File: src/rtl/alu_serial.sv
// Digit-serial ALU: processes DIGIT bits per cycle, LSB-first, with valid/ready on both sides.
// Optional macro ALU_SERIAL_SIGNED_CMP_EN makes op 7 (SCMP) report a signed greater.
module alu_serial #(
  parameter int WIDTH = 16,
  parameter int DIGIT = 4
) (
  input  logic             clk,
  input  logic             rst,
  input  logic             in_valid,
  output logic             in_ready,
  input  logic [2:0]       op,
  input  logic [WIDTH-1:0] a,
  input  logic [WIDTH-1:0] b,
  output logic             out_valid,
  input  logic             out_ready,
  output logic [WIDTH-1:0] result,
  output logic             eq,
  output logic             greater,
  output logic             carry
);

  localparam int N  = WIDTH / DIGIT;
  localparam int CW = (N > 1) ? $clog2(N) : 1;
  localparam logic [CW-1:0] LAST = CW'(N - 1);

  localparam logic [2:0] OP_XOR = 3'd0;
  localparam logic [2:0] OP_OR  = 3'd1;
  localparam logic [2:0] OP_AND = 3'd2;
  localparam logic [2:0] OP_NOT = 3'd3;
  localparam logic [2:0] OP_ADD = 3'd4;
  localparam logic [2:0] OP_SUB = 3'd5;

  typedef enum logic [1:0] {S_IDLE, S_RUN, S_DONE} state_t;

  state_t           r_state;
  logic [CW-1:0]    r_cnt;
  logic [2:0]       r_op;
  logic [WIDTH-1:0] r_a;
  logic [WIDTH-1:0] r_b;
  logic [WIDTH-1:0] r_res;
  logic             r_eq;
  logic             r_gt;
  logic             r_carry;

  logic [DIGIT-1:0] w_da;
  logic [DIGIT-1:0] w_db;
  logic [DIGIT-1:0] w_db_op;
  logic [DIGIT-1:0] w_rd;
  logic [DIGIT:0]   w_sum;
  logic [WIDTH-1:0] w_res_top;
  logic             w_last;
  logic             w_gt_digit;
  logic             w_gt_next;

  // Operands are shifted right each cycle, so the current digit always sits at the bottom.
  assign w_da       = r_a[DIGIT-1:0];
  assign w_db       = r_b[DIGIT-1:0];
  assign w_last     = (r_cnt == LAST);
  assign w_db_op    = (r_op == OP_SUB) ? ~w_db : w_db;
  assign w_sum      = {1'b0, w_da} + {1'b0, w_db_op} + {{DIGIT{1'b0}}, r_carry};
  assign w_gt_digit = (w_da > w_db) | ((w_da == w_db) & r_gt);

`ifdef ALU_SERIAL_SIGNED_CMP_EN
  // On the sign digit, differing MSBs decide the signed order: b negative means a is greater.
  assign w_gt_next = ((r_op == 3'd7) && w_last && (w_da[DIGIT-1] != w_db[DIGIT-1]))
                     ? w_db[DIGIT-1] : w_gt_digit;
`else
  assign w_gt_next = w_gt_digit;
`endif

  always_comb begin
    w_rd = '0;
    case (r_op)
      OP_XOR:          w_rd = w_da ^ w_db;
      OP_OR:           w_rd = w_da | w_db;
      OP_AND:          w_rd = w_da & w_db;
      OP_NOT:          w_rd = ~w_da;
      OP_ADD, OP_SUB:  w_rd = w_sum[DIGIT-1:0];
      default:         w_rd = '0;
    endcase
  end

  assign w_res_top = WIDTH'(w_rd) << (WIDTH - DIGIT);

  always_ff @(posedge clk or posedge rst) begin
    if (rst) begin
      r_state <= S_IDLE;
      r_cnt   <= '0;
      r_op    <= '0;
      r_a     <= '0;
      r_b     <= '0;
      r_res   <= '0;
      r_eq    <= 1'b0;
      r_gt    <= 1'b0;
      r_carry <= 1'b0;
    end else begin
      case (r_state)
        S_IDLE: begin
          if (in_valid) begin
            r_a     <= a;
            r_b     <= b;
            r_op    <= op;
            r_cnt   <= '0;
            r_eq    <= 1'b1;
            r_gt    <= 1'b0;
            r_carry <= (op == OP_SUB);
            r_state <= S_RUN;
          end
        end
        S_RUN: begin
          r_a   <= r_a >> DIGIT;
          r_b   <= r_b >> DIGIT;
          r_res <= (r_res >> DIGIT) | w_res_top;
          r_eq  <= r_eq & (w_da == w_db);
          r_gt  <= w_gt_next;
          if ((r_op == OP_ADD) || (r_op == OP_SUB)) r_carry <= w_sum[DIGIT];
          r_cnt <= r_cnt + 1'b1;
          if (w_last) r_state <= S_DONE;
        end
        S_DONE: begin
          if (out_ready) r_state <= S_IDLE;
        end
        default: r_state <= S_IDLE;
      endcase
    end
  end

  assign in_ready  = (r_state == S_IDLE);
  assign out_valid = (r_state == S_DONE);
  assign result    = r_res;
  assign eq        = r_eq;
  assign greater   = r_gt;
  assign carry     = r_carry;

endmodule

File: config.mk
export PLATFORM = sky130hd
export DESIGN_NAME = alu_serial
export DESIGN_NICKNAME = d
export VERILOG_FILES = /design/src/rtl/alu_serial.sv
export SDC_FILE = /design/constraint.sdc
export NUM_CORES = 1
export LEC_CHECK = 0
export BUFFER_PORTS_ARGS = -buffer_cell sky130_fd_sc_hd__buf_2
export CAP_MARGIN = 20
export CORE_ASPECT_RATIO = 1.2
export CORE_MARGIN = 8
export CORE_UTILIZATION = 49
export CTS_CLUSTER_DIAMETER = 80
export DETAILED_ROUTE_END_ITERATION = 6
export PLACE_DENSITY_LB_ADDON = 0.25
export SLEW_MARGIN = 15
export SYNTH_ARGS = -nofsm -noshare
export SYNTH_HDL_FRONTEND = slang
export SYNTH_SLANG_ARGS = --single-unit
File: constraint.sdc
create_clock -name clk -period 2.3 [get_ports clk]
set_input_delay 0.23 -clock clk [delete_from_list [all_inputs] [get_ports clk]]
set_output_delay 0.23 -clock clk [all_outputs]
set_load 0.05 [all_outputs]
==> summary.txt, run 1 <==
Run status
  – Outcome: completed

Die
  – Io pins: 60
  – Die Span Y: 101 um
  – Die area: 0.00870 sq mm
  – Die width: 86.5 um
  – FP Rows: 31
  – Core Area: 0.00590 sq mm
  – Initial Util: 49.6%

Timing
  – Highest clock rate: 0.440 GHz
  – Hold Vio Cnt, Final: 0
  – Worst slew pin tran: 387 ps
  – Relative slew slack: 74.1%
  – Final worst-path cycle share: 98.8%
  – Min cycle time layout: 2270 ps
  – Worst setup margin: 27.7 ps
  – Skew final: 6.05 ps
  – Slew Limit Fails: 0
  – Final setup vio count: 0
  – Unrepaired setup endpoints after global routing: true

Placed design
  – Cell count after placement: 438
  – DP Wirelength: 4.53 mm
  – RD Place Congestion: 0.856
  – DP Worst Slack: -157 ps
  – # port buffers: 59

Routing
  – Routed Wire Length: 6.38 mm
  – Remaining DRCs: 0
  – DR iter-0 viols: 77
  – Post-DR wirelength/cell: 14.1 um
  – Via count: 2298
  – Final ANT Viol Nets: 0
  – Vias per inst: 5.06
  – Router iterations before antenna repair: 4

Power and ir drop
  – Tot Pwr: 6040 uW
  – Leak: 0.00185 uW
  – VDD IR max: 0.000722 V
  – Pwr dens: 1680 mW/mm^2

Final layout
  – ANT cells: 0
  – Area Growth Syn to Fin: 23.1%
  – Fillers: 529
  – Share of cells above drive strength 1: 26.9%
  – Post-Layout Cell Count: 454
  – Nets: 425

Min path
  – Worst min-delay path class: input pin to register
  – WHS Path Cells: 3
  – Hold Path End: r_a[12]
  – Hold path startpoint: a[12]

Critical path
  – Crit path required time: 2520 ps
  – Worst endpoint data arrival time: 2490 ps
  – CP endpoint kind: register
  – Worst reg2reg setup slack: 30 ps
  – RR Endpoint: carry
  – Crit path launch type: register
  – Reg2Reg Launch Point: r_op[1]
  – CP Class: register to register
  – R2r worst-path depth: 9
  – Critical-path maximum fanout: 2

CTS
  – CTS clk-pin slew, worst paths: 60 ps
  – # H-tree levels: 3
  – # Post-CTS Setup Buffers: 0
  – Worst skew pair latency: 340 ps
  – Clock buffer depth: 2
  – CTS Buf Count: 9
  – Clk sink count: 58
  – Root buffer cell: clkbuf_8
  – TritonCTS clock tree: yes

Yosys
  – Sequential fraction of the synthesis area: 49.7%
  – Warnings from Yosys: 0
  – Total nets after synthesis: 360
  – Distinct cell type count after synthesis: 31
  – Syn Area/Cell: 9.64 sq um
  – Post-synthesis cell area: 0.00292 sq mm
  – Synthesized instance count: 303
  – Synth Register Bits: 58

Global route
  – Initial antenna violation count: 0
  – GR Util All Layers: 16.2%
  – Grt ovf: 0
  – Pin count of the biggest net entering global routing: 59
  – First-pass GRT wire length: 11.0 mm
  – Vias in the first global route: 2365

Run
  – Max-Cap Viols: 0
## power by group
group	switching [uW]	total (uW)	internal (uW)	leakage [uW]
Sequential	325	1820	1500	0.000733
Clock	376	957	581	0.000106
Combinational	2000	3260	1250	0.00101
## kinds of logic (layout without fill, tap and decap cells)
logic type | count (synthesis) | after routing | share of synthesized area, %
flops | 58 | 58 | 49.7
compound gates | 56 | 56 | 13.3
mux | 6 | 6 | 3.77
fa+ha+maj | 18 | 18 | 8.22
simple gates | 124 | 124 | 17.6
xor+xnor | 5 | 5 | 1.50
buf+inv | 36 | 105 | 5.91
## cell usage in the layout, fill, tap and decap left out, types with 7 or more instances in the layout
master,instances
inv_1,18
o21ai_0,18
nand2_1,96
nor2_1,7
nor3_1,10
dfrtp_1,57
clkbuf_8,12
buf_4,8
ha_1,16
a22oi_1,17
buf_2,59
a221o_1,8
## critical path, stage by stage (launching register included)
cell	delay, ps
dfrtp_2	420
nor2b_4	120
nand2_2	90
xnor2_2	150
fa_2	360
fa_2	380
nor2b_4	140
o21a_1	110
nor3_1	40
o41ai_1	340
## worst max-delay path by stage
stage	cells after the start	endpoint	startpoint
after global placement	9	carry	r_op[1]
after global routing	9	carry	r_op[1]
after floorplan	9	carry	r_op[1]
after CTS	9	carry	r_op[1]
after detailed placement	9	carry	r_op[1]
final	9	carry	r_op[1]
## timing repair
action                                 CTS  global route
setup endpoints to repair                1             1
endpoints found under the hold margin   58             0
resized for setup                        2             4
pin swaps                                1             1
hold buffers                             1             0
## synth_stat cells, drive strengths merged
cell / instances / area, sq um
a21o: 1 / 7.51
a21oi: 4 / 20.0
a221o: 8 / 80.1
a22o: 1 / 8.76
a22oi: 17 / 128
a31oi: 1 / 6.26
buf: 15 / 93.8
clkbuf: 2 / 7.51
dfrtp: 58 / 1450
fa: 2 / 40.0
ha: 16 / 200
inv: 19 / 71.3
mux2i: 2 / 20.0
mux4: 4 / 90.1
nand2: 97 / 364
nand2b: 2 / 12.5
nor2: 8 / 37.5
nor2b: 5 / 31.3
nor3: 10 / 50.1
nor3b: 1 / 12.5
nor4: 1 / 6.26
o21a: 2 / 15.0
o21ai: 18 / 90.1
o21ba: 1 / 10.0
o21bai: 1 / 7.51
o31ai: 1 / 7.51
o41ai: 1 / 8.76
xnor2: 5 / 43.8
## stage by stage
stage	hold WS [ps]	instance area, sq um	util, %	TNS [ps]
after floorplan	335	2930	-	0
after global placement	309	3360	57.0	0
after detailed placement	311	3360	57.0	-157
after CTS	81.9	3580	60.7	0
after global routing	88.1	3600	61.0	-31.5
final	91.5	3600	61.0	0
## layer usage
| layer | global-route usage [%] | vias up | wire length [um] |
|---|---|---|---|
| met3 | 5.22 | 13 | 420 |
| met4 | 8.76 | 0 | 135 |
| li1 | - | 1146 | - |
| met1 | 17.6 | 1085 | 2630 |
| met2 | 27.2 | 54 | 3200 |
| met5 | 0 | - | 0 |
## flip-flops by register name (all words and copies together) (netlist names)
register	cells
r_a	16
r_b	16
result	16
r_op	3
r_cnt	2
r_state	2
carry	1
eq	1
greater	1
## final cells by class
class,count,area (sq um),share of cell area [%]
tap,82,103,2.85
timing repair buffer,71,425,11.8
clock inverter,2,35.0,0.974
clock buffer,13,169,4.70
inverter,19,71.3,1.98
sequential,58,1450,40.4
multi-input combinational,209,1340,37.3
No activity file was read; power rests on OpenSTA's default activity.
==> run 2: changes to the inputs <==
RECOVER_POWER = 100   (was not set)
==> run 2 against run 1 <==
Compared with the run above: critical path depth did not move; global-route usage did not move; combinational power barely moved; cell area fell by 0.52%; first-iteration DRC count rose by 2.6%; highest routed layer unchanged; via count barely moved; sequential cell count did not move; sequential share of layout area rose by 0.21 points; fmax rose by 0.16%; non-clock buffer count did not move; utilization fell by 0.32 points.
==> summary.txt, run 2 (same netlist as run 1, synthesis figures left out) <==
Run status
  – Outcome: completed

Min path
  – Hold path startpoint: a[12]
  – Hold Path End: r_a[12]
  – WHS Path Cells: 3
  – Worst min-delay path class: input pin to register

Final layout
  – ANT cells: 0
  – Utilization after layout: 60.7%
  – Register area: 0.00145 sq mm
  – Share of cells above drive strength 1: 26.3%
  – Area taken by multi-input logic gates: 0.00134 sq mm
  – Fillers: 533
  – Most frequent cells in the layout: nand2_1 (96), buf_2 (59), dfrtp_1 (57), inv_1 (19), o21ai_0 (18)
  – Fin area: 0.00358 sq mm
  – Nets: 425
  – Commonest non-fill, non-tap cell in the layout: nand2_1
  – Area Growth Syn to Fin: 22.5%

Die
  – Die width: 86.5 um
  – Die area: 0.00870 sq mm
  – FP Rows: 31
  – Die Span Y: 101 um
  – Initial Util: 49.6%
  – Core Area: 0.00590 sq mm
  – Io pins: 60

Critical path
  – Worst reg2reg setup slack: 30 ps
  – Crit path launch type: register
  – CP endpoint kind: register
  – Cell-by-cell trace of the critical path: nor2b_4 -> nand2_2 -> xnor2_2 -> fa_2 -> fa_2 -> nor2b_4 -> o21a_1 -> nor3_1 -> o41ai_1
  – Critical-path maximum fanout: 2
  – RR Endpoint: carry
  – Worst path bufs/invs: 0
  – Critical Path Slowest Stage Cell: dfrtp_2
  – Reg2Reg Launch Point: r_op[1]
  – CP Class: register to register
  – R2r worst-path depth: 9
  – Max stage delay on crit path: 420 ps
  – Crit path required time: 2520 ps
  – Worst endpoint data arrival time: 2490 ps
  – Family with the most delay on the worst path: adder cells

Run
  – Max-Cap Viols: 0

Timing
  – Unrepaired setup endpoints after global routing: true
  – Relative slew slack: 5.44%
  – Hold Slack: 91.2 ps
  – Highest clock rate: 0.441 GHz
  – Worst slew pin tran: 1420 ps
  – Min cycle time layout: 2270 ps
  – Slew Limit Fails: 0
  – Final worst-path cycle share: 98.6%
  – Skew final: 6.05 ps
  – Worst setup margin: 31.2 ps
  – Hold Vio Cnt, Final: 0
  – Final setup vio count: 0

CTS
  – Clock buffer depth: 2
  – TritonCTS clock tree: yes
  – Clk sink count: 58
  – Worst skew pair latency: 340 ps
  – CTS clk-pin slew, worst paths: 60 ps
  – CTS Buf Count: 9
  – # H-tree levels: 3
  – Root buffer cell: clkbuf_8
  – # Post-CTS Setup Buffers: 0

Global route
  – Grt ovf: 0
  – Initial antenna violation count: 0
  – Pin count of the biggest net entering global routing: 59
  – Vias in the first global route: 2365
  – GR Util All Layers: 16.2%
  – First-pass GRT wire length: 11.0 mm

Routing
  – Router iterations before antenna repair: 4
  – Remaining DRCs: 0
  – DR iter-0 viols: 79
  – Routed Wire Length: 6.38 mm
  – Post-DR wirelength/cell: 14.1 um
  – Via count: 2300
  – Final ANT Viol Nets: 0
  – Vias per inst: 5.07

Placed design
  – RD Place Congestion: 0.856
  – # port buffers: 59
  – DP Wirelength: 4.53 mm
  – DP Worst Slack: -157 ps
  – Placed cell areas: 0.00336 sq mm

Power and ir drop
  – Pwr dens: 1680 mW/mm^2
  – VDD IR max: 0.000722 V
  – Leak: 0.00184 uW
run 2: worst reg2reg max path: cells and delay by family (launching register included):
family / cells / cell delay [ps]
adder cells (fa/ha/maj): 2 / 740
AND/OR/NAND/NOR: 4 / 390
AO/OA/AOI/OAI: 2 / 450
flip-flops: 1 / 420
XOR/XNOR: 1 / 150
run 2: where the power goes:
group / internal, uW / switching [uW]
clock: 581 / 376
combinational: 1240 / 2000
sequential: 1500 / 325
run 2: area by class of cell:
| type | count | area share, % |
|---|---|---|
| flip-flops and latches | 58 | 40.6 |
| multi-input cells | 209 | 37.5 |
| repair buffers | 71 | 11.4 |
| clock buffers | 13 | 4.72 |
| well taps | 82 | 2.87 |
| inverters | 19 | 1.99 |
| clock inverters | 2 | 0.979 |
run 2: worst max path at each step:
stage	startpoint	to	slack (ps)	cells past startpoint
floorplan	r_op[1]	carry	10	9
global placement	r_op[1]	carry	50	9
detailed placement	r_op[1]	carry	-160	9
CTS	r_op[1]	carry	20	9
global route	r_op[1]	carry	-30	9
finish	r_op[1]	carry	30	9
run 2: routing by layer:
| layer | vias to the layer above | wire length (um) | global-route usage (%) |
|---|---|---|---|
| met1 | 1084 | 2610 | 17.6 |
| met3 | 13 | 425 | 5.22 |
| li1 | 1144 | - | - |
| met4 | 0 | 135 | 8.76 |
| met5 | - | 0 | 0 |
| met2 | 59 | 3210 | 27.2 |
run 2: stage by stage:
step	cells	power, uW	TNS (ps)
3_3_place_gp	438	4930	0
2_1_floorplan	303	4260	0
5_1_grt	454	6510	-31.5
3_5_place_dp	438	5030	-157
6_report	454	6020	0
4_1_cts	454	6050	0
run 2: repair_timing:
item	CTS	global route
hold endpoints to repair	58	0
setup endpoints to repair	1	1
resized for setup	2	4
pin swaps	1	1
hold buffers	1	0
